### src/rtl/core_array_sequencer.sv
// Launch-and-supervise sequencer for an array of identical cores: hands out coreIDs,
// sequences per-core reset, gates the shared scaled clock, counts per-core cycles, runs a watchdog.
module core_array_sequencer #(
    parameter int NUM_CORES  = 4,
    parameter int ID_WIDTH   = 16,
    parameter int ID_BASE    = 0,
    parameter int CNT_WIDTH  = 24,
    parameter int RST_CYCLES = 2,
    parameter int TIMEOUT    = 100000
) (
    input  logic                          clk,
    input  logic                          rst,
    input  logic                          start,
    input  logic [NUM_CORES-1:0]          core_en_mask,
    input  logic [NUM_CORES-1:0]          core_endp,
    input  logic [3:0]                    sel_core,
    output logic [NUM_CORES*ID_WIDTH-1:0] core_id,
    output logic [NUM_CORES-1:0]          core_rst,
    output logic                          clock_en,
    output logic                          busy,
    output logic                          done,
    output logic                          timeout_err,
    output logic [NUM_CORES-1:0]          finished_mask,
    output logic [CNT_WIDTH-1:0]          cycle_count
);

    localparam int RCW = (RST_CYCLES > 1) ? $clog2(RST_CYCLES) : 1;
    localparam logic [CNT_WIDTH-1:0] WDOG_LAST = CNT_WIDTH'(TIMEOUT - 1);
    localparam logic [CNT_WIDTH-1:0] CNT_MAX   = '1;

    typedef enum logic [2:0] {
        S_IDLE      = 3'd0,
        S_RST_CORES = 3'd1,
        S_RUN       = 3'd2,
        S_DONE      = 3'd3,
        S_ERR       = 3'd4
    } state_t;

    state_t                 state_q, state_d;
    logic [NUM_CORES-1:0]   active_q, active_d;
    logic [RCW-1:0]         rst_cnt_q, rst_cnt_d;
    logic [CNT_WIDTH-1:0]   wdog_q, wdog_d;
    logic [CNT_WIDTH-1:0]   cnt_q [NUM_CORES];
    logic [CNT_WIDTH-1:0]   cnt_d [NUM_CORES];
    logic [NUM_CORES-1:0]   fin_d;
    logic [NUM_CORES-1:0]   core_rst_d;
    logic                   clock_en_d, busy_d, done_d, err_d;
    logic                   all_done;

    for (genvar g = 0; g < NUM_CORES; g++) begin : g_id
        assign core_id[g*ID_WIDTH +: ID_WIDTH] = ID_WIDTH'(ID_BASE + g);
    end

    assign all_done = ((finished_mask | (core_endp & active_q)) == active_q);

    // Start handshake: start is a level sampled only while not busy; the host holds it
    // until it sees busy (or done for an empty mask) and must drop it before the run ends.
    always_comb begin
        state_d    = state_q;
        active_d   = active_q;
        rst_cnt_d  = rst_cnt_q;
        wdog_d     = wdog_q;
        cnt_d      = cnt_q;
        fin_d      = finished_mask;
        core_rst_d = core_rst;
        clock_en_d = 1'b0;
        busy_d     = 1'b0;
        done_d     = done;
        err_d      = timeout_err;
        case (state_q)
            S_IDLE, S_DONE, S_ERR: begin
                if (start) begin
                    active_d   = core_en_mask;
                    wdog_d     = '0;
                    fin_d      = '0;
                    done_d     = 1'b0;
                    err_d      = 1'b0;
                    core_rst_d = '1;
                    for (int i = 0; i < NUM_CORES; i++) cnt_d[i] = '0;
                    if (core_en_mask == '0) begin
                        state_d = S_DONE;
                        done_d  = 1'b1;
                    end else begin
                        state_d    = S_RST_CORES;
                        rst_cnt_d  = RCW'(RST_CYCLES - 1);
                        clock_en_d = 1'b1;
                        busy_d     = 1'b1;
                    end
                end
            end
            S_RST_CORES: begin
                clock_en_d = 1'b1;
                busy_d     = 1'b1;
                if (rst_cnt_q == '0) begin
                    state_d    = S_RUN;
                    core_rst_d = ~active_q;
                end else begin
                    rst_cnt_d  = rst_cnt_q - RCW'(1);
                    core_rst_d = '1;
                end
            end
            S_RUN: begin
                wdog_d = wdog_q + CNT_WIDTH'(1);
                for (int i = 0; i < NUM_CORES; i++) begin
                    if (active_q[i] && !finished_mask[i]) begin
                        if (cnt_q[i] != CNT_MAX) cnt_d[i] = cnt_q[i] + CNT_WIDTH'(1);
                        if (core_endp[i]) fin_d[i] = 1'b1;
                    end
                end
                // A core finishing on the watchdog's last cycle still counts as a clean finish.
                if (all_done) begin
                    state_d = S_DONE;
                    done_d  = 1'b1;
                end else if (wdog_q == WDOG_LAST) begin
                    state_d    = S_ERR;
                    err_d      = 1'b1;
                    core_rst_d = '1;
                end else begin
                    clock_en_d = 1'b1;
                    busy_d     = 1'b1;
                    core_rst_d = ~active_q;
                end
            end
            default: begin
                state_d    = S_IDLE;
                core_rst_d = '1;
            end
        endcase
    end

    always_ff @(posedge clk) begin
        if (rst) begin
            state_q       <= S_IDLE;
            active_q      <= '0;
            rst_cnt_q     <= '0;
            wdog_q        <= '0;
            for (int i = 0; i < NUM_CORES; i++) cnt_q[i] <= '0;
            finished_mask <= '0;
            core_rst      <= '1;
            clock_en      <= 1'b0;
            busy          <= 1'b0;
            done          <= 1'b0;
            timeout_err   <= 1'b0;
        end else begin
            state_q       <= state_d;
            active_q      <= active_d;
            rst_cnt_q     <= rst_cnt_d;
            wdog_q        <= wdog_d;
            cnt_q         <= cnt_d;
            finished_mask <= fin_d;
            core_rst      <= core_rst_d;
            clock_en      <= clock_en_d;
            busy          <= busy_d;
            done          <= done_d;
            timeout_err   <= err_d;
        end
    end

    // Out-of-range selects read as zero.
    always_comb begin
        cycle_count = '0;
        for (int i = 0; i < NUM_CORES; i++) begin
            if (sel_core == 4'(i)) cycle_count = cnt_q[i];
        end
    end

endmodule

### config.mk
export PLATFORM = sky130hd
export DESIGN_NAME = core_array_sequencer
export DESIGN_NICKNAME = d
export VERILOG_FILES = /design/src/rtl/core_array_sequencer.sv
export SDC_FILE = /design/constraint.sdc
export NUM_CORES = 1
export LEC_CHECK = 0
export BUFFER_PORTS_ARGS = -buffer_cell sky130_fd_sc_hd__buf_4
export CORE_MARGIN = 1
export CORE_UTILIZATION = 50
export DETAILED_ROUTE_END_ITERATION = 7
export GPL_TIMING_DRIVEN = 1
export PLACE_DENSITY = 0.73
export SLEW_MARGIN = 20
export SYNTH_ARGS = -nofsm -noshare
export SYNTH_HDL_FRONTEND = slang
export SYNTH_SLANG_ARGS = --single-unit
### constraint.sdc
create_clock -name clk -period 2.4 [get_ports clk]
set_clock_uncertainty 0.1 [all_clocks]
set_input_delay 0.24 -clock clk [delete_from_list [all_inputs] [get_ports clk]]
set_output_delay 0.24 -clock clk [all_outputs]
set_load 0.01 [all_outputs]
==> results_dict.tcl, run 1 <==
set metrics [dict create \
    outcome "finished clean" \
    synth-seq-cells 139 \
    antenna_cells 0 \
    yosysTopAreaCell "dfxtp_1" \
    post-route-cell-area_um2 10300 \
    finalSetupViolCount 0 \
    ys_warn_count 0 \
    synthTopCellsByArea "dfxtp_1 32%, buf_4 5.8%, nand2_1 5.1%" \
    routed_wl_um 26400 \
    wl_per_cell_um 18.4 \
    worstMarginPinSlew_ns 0.789 \
    cts_tree "done" \
    r2r_start "cnt_q[72]" \
    ys_async_sr_fraction 0 \
    cts.sinks 139 \
    synth-edff-count 0 \
    first_pass_iters 6 \
    areaGrowthSynthToFinish_pct 17.6 \
    period_needed_ns 2.31 \
    synth_flop_cell "dfxtp_1" \
    rsz0062_at_grt "no" \
    crit_required_ns 2.59 \
    peakVddDrop_uv 535 \
    drive_gt1_frac 0.194 \
    yosysMostFrequentCell "dfxtp_1" \
    cts_root_buf "clkbuf_16" \
    grt_max_degree 43 \
    routed_via_density 6.33 \
    clk-insertion-delay-late_ns 0.43 \
    leakagePower_nw 3.83 \
    synth_top_area_frac 0.318 \
    crit_path_max_fanout 13 \
    die_area_um2 18000 \
    maxSlewHeadroom 0.474 \
    cap_viol_max_count 0 \
    core_region_area_um2 16800 \
    grt_use_total 0.298 \
    die_y_um 134 \
    clk_pin_slew_ns 0.06 \
    remaining_drc_errors 0 \
    final_nets 1223 \
    grt_first_pass_wirelength_um 42500 \
    netlist_area_um2 8750 \
    antenna_found_initial 0 \
    placed_area_um2 9550 \
    hpwl_um 18500 \
    num_vias 9092 \
    synthCells 1113 \
    period_share 0.961 \
    cts_buffer_depth 2 \
    ys_seq_area_frac 0.318 \
    hold_class "in -> reg" \
    start_util 0.520 \
    synth_area_per_cell_um2 7.86 \
    startpoint "cnt_q[72]" \
    die_w_um 134 \
    num_io_pins 115 \
    nFillCells 1538 \
    htree_num_levels 4 \
    path_class "reg -> reg" \
    gp_congestion 0.899 \
    rows 47 \
    cp-start-kind "register" \
    fmax_mhz 434 \
    synthTopCellsByCount "139 x dfxtp_1, 118 x nand2_1, 71 x nor2_1" \
    regArea_um2 2780 \
    setup_tns_ns 0 \
    crit_path_end_kind "register" \
    cts_made_buffers 17 \
    final_antenna_net_count 0 \
    yosysUniqueCellTypes 82 \
    slew_viol_final 0 \
    portBuffers 50 \
    arrival_ns 2.50 \
    fin_cells 1436 \
    grt_pass1_vias 8085 \
    min_from "core_en_mask[2]" \
    gr-total-overflow 0 \
    multiInputGateArea_um2 5340 \
    final_hold_viol_count 0 \
    drt-initial-drc-count 1041 \
    placed_cells 1395 \
    power_density_nw_per_um2 658 \
]
## kinds of logic after synthesis
family                   synth area share
multiplexers                       0.0203
AND/OR/NAND/NOR                     0.287
buffers and inverters               0.102
flip-flops                          0.318
AO/OA/AOI/OAI                       0.258
XOR/XNOR                          0.00501
adder cells (fa/ha/maj)           0.00830
other                            0.000859
## per-stage QoR
stage | hold slack [ns] | power (W) | util | worst slack (ns)
finish | 0.0361 | 0.00677 | 0.611 | 0.0940
detailed placement | 0.369 | 0.00396 | 0.568 | 0.128
CTS | 0.0102 | 0.00675 | 0.609 | 0.0427
global route | 0.0219 | 0.00702 | 0.611 | 0.00895
global placement | 0.370 | 0.00394 | 0.568 | 0.154
floorplan | 0.276 | 0.00356 | - | 0.0692
## cells in the final DEF, fill, tap and decap left out, types with 12 or more instances in the layout
master / synthesis / layout
buf_4: 67 / 150
dfxtp_1: 139 / 139
nand2_1: 118 / 118
nor2_1: 71 / 69
a21oi_1: 66 / 66
conb_1: 2 / 64
nand3_1: 62 / 61
a31oi_1: 44 / 44
a22oi_1: 41 / 41
nand4_1: 41 / 41
o21ai_0: 41 / 41
o31ai_1: 39 / 39
nor3_1: 28 / 27
a311oi_1: 24 / 24
and3_1: 23 / 23
clkbuf_16: 0 / 17
inv_1: 15 / 15
and2_1: 14 / 14
or3_1: 13 / 13
and4_1: 12 / 12
## timing repair
item                       CTS  global route
setup endpoints to repair    0            11
hold buffers                 7             0
setup buffers                0             2
hold endpoints to repair     7             0
resized for setup            0             5
## report_power, final
| group | switching, W | internal, W |
|---|---|---|
| combinational | 0.00105 | 0.000507 |
| clock | 0.00106 | 0.00173 |
| sequential | 0.0000604 | 0.00236 |
| total | 0.00217 | 0.00460 |
## layout make-up
| type | count | area share |
|---|---|---|
| clock buffer | 20 | 0.0454 |
| tap | 220 | 0.0268 |
| sequential | 139 | 0.271 |
| timing repair buffer | 157 | 0.116 |
| multi-input combinational | 873 | 0.520 |
| clock inverter | 12 | 0.0157 |
| inverter | 15 | 0.00548 |
## critical path, cell delays in order (launching register included)
cell and delay, ns:
dfxtp_1 0.34, ha_1 0.22, nand3_2 0.09, or4_1 0.62, or3_4 0.46, nand3_1 0.24, o31ai_1 0.11
## registers in the layout, indices dropped and copies added, names as in the netlist
| name | flops |
|---|---|
| cnt_q | 96 |
| wdog_q | 24 |
| active_q | 4 |
| core_rst | 4 |
| finished_mask | 4 |
| state_q | 3 |
| busy | 1 |
| done | 1 |
| rst_cnt_q | 1 |
| timeout_err | 1 |
## per-layer routing
layer,GRT usage,up-vias,routed length (um)
li1,-,4297,-
met1,0.415,4235,11500
met2,0.442,504,11500
met3,0.0567,56,2530
met4,0.140,0,851
met5,0,-,0
## path summary, 6_finish.rpt
check | slack [ns] | endpoint | cells past startpoint
hold reg to reg | 0.39 | wdog_q[23] | 1
hold / removal | 0.04 | active_q[2] | 3
setup reg to reg | 0.09 | cnt_q[91] | 6
setup / recovery | 0.09 | cnt_q[91] | 6
Power figures use the tool's default switching activity.
==> inputs of run 2 (changes only) <==
--- a/config.mk
+++ b/config.mk
@@ -6,11 +6,12 @@
 export NUM_CORES = 1
 export LEC_CHECK = 0
 export BUFFER_PORTS_ARGS = -buffer_cell sky130_fd_sc_hd__buf_4
-export CORE_MARGIN = 1
+export CORE_MARGIN = 3
 export CORE_UTILIZATION = 50
+export CTS_BUF_LIST = sky130_fd_sc_hd__clkbuf_4 sky130_fd_sc_hd__clkbuf_8
 export DETAILED_ROUTE_END_ITERATION = 7
 export GPL_TIMING_DRIVEN = 1
-export PLACE_DENSITY = 0.73
+export PLACE_DENSITY_LB_ADDON = 0.25
 export SLEW_MARGIN = 20
 export SYNTH_ARGS = -nofsm -noshare
 export SYNTH_HDL_FRONTEND = slang
==> results_dict.tcl, run 2 (synthesized netlist as in run 1, its figures left out) <==
set metrics [dict create \
    outcome "finished clean" \
    grtUsageMet3 0.0511 \
    gp_congestion 0.912 \
    cts_buffer_depth 2 \
    path_buf_inv 1 \
    busiest_layer "met2" \
    period_needed_ns 2.27 \
    slowest_delay_ns 0.54 \
    regArea_um2 2780 \
    start_util 0.518 \
    path_class "reg -> reg" \
    remaining_drc_errors 0 \
    grt_first_pass_wirelength_um 42000 \
    cts_made_buffers 17 \
    finalSetupViolCount 0 \
    setup_slack_ns 0.132 \
    cap_viol_max_count 0 \
    r2r-end "wdog_q[17]" \
    die_y_um 138 \
    post-place-ws_ns 0.154 \
    crit_chain "nand4b_1 -> and2_0 -> buf_4 -> nand2_1 -> a311oi_1 -> a41o_1" \
    num_vias 8996 \
    arrival_ns 2.57 \
    clk_pin_slew_ns 0.09 \
    hold_class "in -> reg" \
    final_cell_mix "141 x buf_4, 139 x dfxtp_1, 118 x nand2_1" \
    multiInputGateArea_um2 5330 \
    cp_top_family "simple AND/OR/NAND/NOR gates" \
    drive_gt1_frac 0.187 \
    crit_path_end_kind "register" \
    fin_cells 1431 \
    nFillCells 1541 \
    cts_tree "done" \
    rrSetupSlack_ns 0.13 \
    cts.sinks 139 \
    setup_tns_ns 0 \
    leakagePower_nw 3.72 \
    final_common_cell "buf_4" \
    groute.layer.met1.usage 0.386 \
    worst-r2r-cell-count 6 \
    routed_via_density 6.29 \
    final_antenna_net_count 0 \
    hold_ws_ns 0.170 \
    hpwl_um 18600 \
    first_pass_iters 7 \
    maxSlewHeadroom 0.596 \
    hold_end "busy" \
    num_io_pins 115 \
    grt_use_total 0.263 \
    top_regs "cnt_q (96), wdog_q (24)" \
    antenna_cells 0 \
    power_density_nw_per_um2 602 \
    die_w_um 138 \
    die_area_um2 19100 \
    placed_cells 1391 \
    grt_pass1_vias 7996 \
    areaGrowthSynthToFinish_pct 14.9 \
    min_from "start" \
    peakVddDrop_uv 416 \
    gr-total-overflow 0 \
    crit_path_top_delay_cell "dfxtp_1" \
    fmax_mhz 441 \
    portBuffers 50 \
    grt_max_degree 102 \
    rsz0062_at_grt "no" \
    cp-start-kind "register" \
    min_path_cells 4 \
    crit_path_max_fanout 11 \
    regMostFlops "cnt_q" \
    wl_per_cell_um 18.3 \
    htree_num_levels 4 \
    gr-usage-met2 0.397 \
    crit_required_ns 2.71 \
    r2r_start "state_q[2]" \
    cts_root_buf "clkbuf_8" \
    routed_wl_um 26200 \
    antenna_found_initial 0 \
    drt-initial-drc-count 1088 \
    rows 47 \
    worstMarginPinSlew_ns 0.604 \
    postCtsSetupBuffers 0 \
    final_nets 1218 \
    period_share 0.945 \
    slew_viol_final 0 \
    final_hold_viol_count 0 \
    largest_reg_flops 96 \
    core_region_area_um2 16900 \
    clk-insertion-delay-late_ns 0.46 \
]
==> run 2: final cells by class <==
type / count / area share
multi-input combinational: 873 / 0.530
sequential: 139 / 0.277
timing repair buffer: 152 / 0.119
tap: 220 / 0.0274
clock buffer: 17 / 0.0233
clock inverter: 15 / 0.0174
inverter: 15 / 0.00560
==> run 2: timing repair <==
action / in CTS / in global routing
endpoints found under the hold margin: 8 / 0
resized for setup: 0 / 2
hold buffers: 8 / 0
endpoints found under the setup margin: 0 / 2
==> run 2: how the worst max path moves through the flow <==
stage,start,to,slack (ns),cells past startpoint
2_1_floorplan,cnt_q[72],cnt_q[74],0.07,8
3_3_place_gp,cnt_q[72],cnt_q[91],0.23,6
6_report,state_q[2],wdog_q[17],0.13,6
4_1_cts,cnt_q[73],cnt_q[91],0.14,6
5_1_grt,state_q[2],wdog_q[17],0.005,6
3_5_place_dp,cnt_q[73],cnt_q[91],0.15,6
==> run 2: worst min-delay path: stages <==
cell     delay, ns
buf_4         0.14
nand2_1       0.06
maj3_1        0.16
a21oi_1       0.08
==> run 2: per-layer routing <==
layer / routed length, um / part of all wire
met1: 11800 / 0.45
met4: 542 / 0.021
met2: 11700 / 0.45
met5: 0 / 0
met3: 2210 / 0.084
==> run 2: power breakdown <==
| group | switching, W | internal (W) | leakage [nW] | total (W) |
|---|---|---|---|---|
| clock | 0.00106 | 0.000962 | 0.204 | 0.00202 |
| sequential | 0.0000657 | 0.00236 | 1.12 | 0.00243 |
| combinational | 0.00105 | 0.000552 | 2.40 | 0.00160 |
| total | 0.00218 | 0.00387 | 3.72 | 0.00605 |
==> run 2: per-stage QoR <==
step | utilization | total power (W) | area, um2
floorplan | - | 0.00356 | 8980
global placement | 0.566 | 0.00401 | 9550
detailed placement | 0.566 | 0.00402 | 9550
CTS | 0.595 | 0.00604 | 10000
global route | 0.595 | 0.00634 | 10000
finish | 0.595 | 0.00605 | 10000
==> inputs of run 3 (changes only) <==
--- a/config.mk
+++ b/config.mk
@@ -12,6 +12,7 @@
 export DETAILED_ROUTE_END_ITERATION = 7
 export GPL_TIMING_DRIVEN = 1
 export PLACE_DENSITY_LB_ADDON = 0.25
+export RECOVER_POWER = 25
 export SLEW_MARGIN = 20
 export SYNTH_ARGS = -nofsm -noshare
 export SYNTH_HDL_FRONTEND = slang
==> results_dict.tcl, run 3 (synthesized netlist as in run 1, its figures left out) <==
set metrics [dict create \
    cts_root_buf "clkbuf_8" \
    power_density_nw_per_um2 608 \
    cts_tree "done" \
    hold_ws_ns 0.164 \
    maxSlewHeadroom 0.592 \
    antenna_found_initial 0 \
    grt_first_pass_wirelength_um 42000 \
    routed_via_density 6.32 \
    crit_path_end_kind "register" \
    final_cell_mix "139 x dfxtp_1, 118 x nand2_1, 107 x buf_4" \
    finalPower_w 0.00603 \
    cap_viol_max_count 0 \
    multiInputGateArea_um2 5330 \
    crit_required_ns 2.71 \
    grt_max_degree 102 \
    grt_use_total 0.263 \
    cp_top_family "simple AND/OR/NAND/NOR gates" \
    core_region_area_um2 16900 \
    drive_gt1_frac 0.160 \
    finish.utilization 0.588 \
    cp-start-kind "register" \
    arrival_ns 2.58 \
    gp_congestion 0.912 \
    cts.sinks 139 \
    final_common_cell "dfxtp_1" \
    portBuffers 50 \
    crit_chain "nand4b_1 -> and2_0 -> buf_4 -> nand2_1 -> a311oi_1 -> a41o_1" \
    cts_buffer_depth 2 \
    areaGrowthSynthToFinish_pct 13.4 \
    clk_pin_slew_ns 0.09 \
    drt-initial-drc-count 980 \
    die_area_um2 19100 \
    fmax_mhz 441 \
    slew_viol_final 0 \
    routed_wl_um 26300 \
    nFillCells 1573 \
    num_io_pins 115 \
    rsz0062_at_grt "no" \
    first_pass_iters 6 \
    crit_path_max_fanout 11 \
    grt_pass1_vias 7996 \
    post-place-ws_ns 0.154 \
    period_share 0.945 \
    outcome "finished clean" \
    hpwl_um 18600 \
    final_nets 1218 \
    setup_slack_ns 0.131 \
    die_w_um 138 \
    path_class "reg -> reg" \
    largest_reg_flops 96 \
    crit_path_top_delay_cell "dfxtp_1" \
    cts_made_buffers 17 \
    finalSetupViolCount 0 \
    period_needed_ns 2.27 \
    top_regs "cnt_q (96), wdog_q (24)" \
    num_vias 9040 \
    clk-insertion-delay-late_ns 0.46 \
    regMostFlops "cnt_q" \
    remaining_drc_errors 0 \
    peakVddDrop_uv 392 \
    gr-total-overflow 0 \
    path_buf_inv 1 \
    postCtsSetupBuffers 0 \
    setup_tns_ns 0 \
    final_antenna_net_count 0 \
    wl_per_cell_um 18.4 \
    leakagePower_nw 3.59 \
    slowest_delay_ns 0.54 \
    rows 47 \
    regArea_um2 2780 \
    worstMarginPinSlew_ns 0.610 \
    htree_num_levels 4 \
    final_hold_viol_count 0 \
    rrSetupSlack_ns 0.13 \
    hold_class "in -> reg" \
    start_util 0.518 \
    die_y_um 138 \
    antenna_cells 0 \
]
run 3: worst register-to-register path, stage by stage, from the launching register on:
cell	delay [ns]
dfxtp_1	0.54
nand4b_1	0.30
and2_0	0.32
buf_4	0.25
nand2_1	0.25
a311oi_1	0.34
a41o_1	0.12
run 3: worst paths after layout:
check              startpoint          end  depth (start not counted)
hold / removal          start         busy                          4
setup reg to reg   state_q[2]   wdog_q[17]                          6
hold reg to reg   core_rst[2]  core_rst[2]                          1
setup / recovery   state_q[2]   wdog_q[17]                          6
run 3: area by class of cell:
cell class,count,share of cell area
Clock inverter,15,0.0177
Tap cell,220,0.0277
Sequential cell,139,0.280
Inverter,15,0.00567
Multi-Input combinational cell,873,0.537
Clock buffer,17,0.0236
Timing Repair Buffer,152,0.108
run 3: where the power goes:
group          switching [W]  leakage (nW)  internal, W
combinational        0.00105          2.26     0.000531
sequential         0.0000648          1.12      0.00236
clock                0.00106         0.204     0.000962
total                0.00218          3.59      0.00385
run 3: through the flow:
step / cell area (um2) / std cells
after floorplan: 8980 / 1175
after global placement: 9550 / 1391
after detailed placement: 9550 / 1391
after CTS: 10000 / 1431
after global routing: 9920 / 1431
final: 9920 / 1431
run 3: repair_timing:
item                       4_1_cts  5_1_grt
hold endpoints to repair         8        0
resized for setup                0        2
hold buffers                     8        0
setup endpoints to repair        0        2
run 3: routing by layer:
metal | routed length, um | part of all wire | track usage | vias to the layer above
met2 | 11700 | 0.45 | 0.397 | 461
met4 | 487 | 0.019 | 0.0718 | 0
met5 | 0 | 0 | 0 | -
met3 | 2400 | 0.091 | 0.0511 | 41
met1 | 11700 | 0.44 | 0.386 | 4250
li1 | - | - | - | 4288
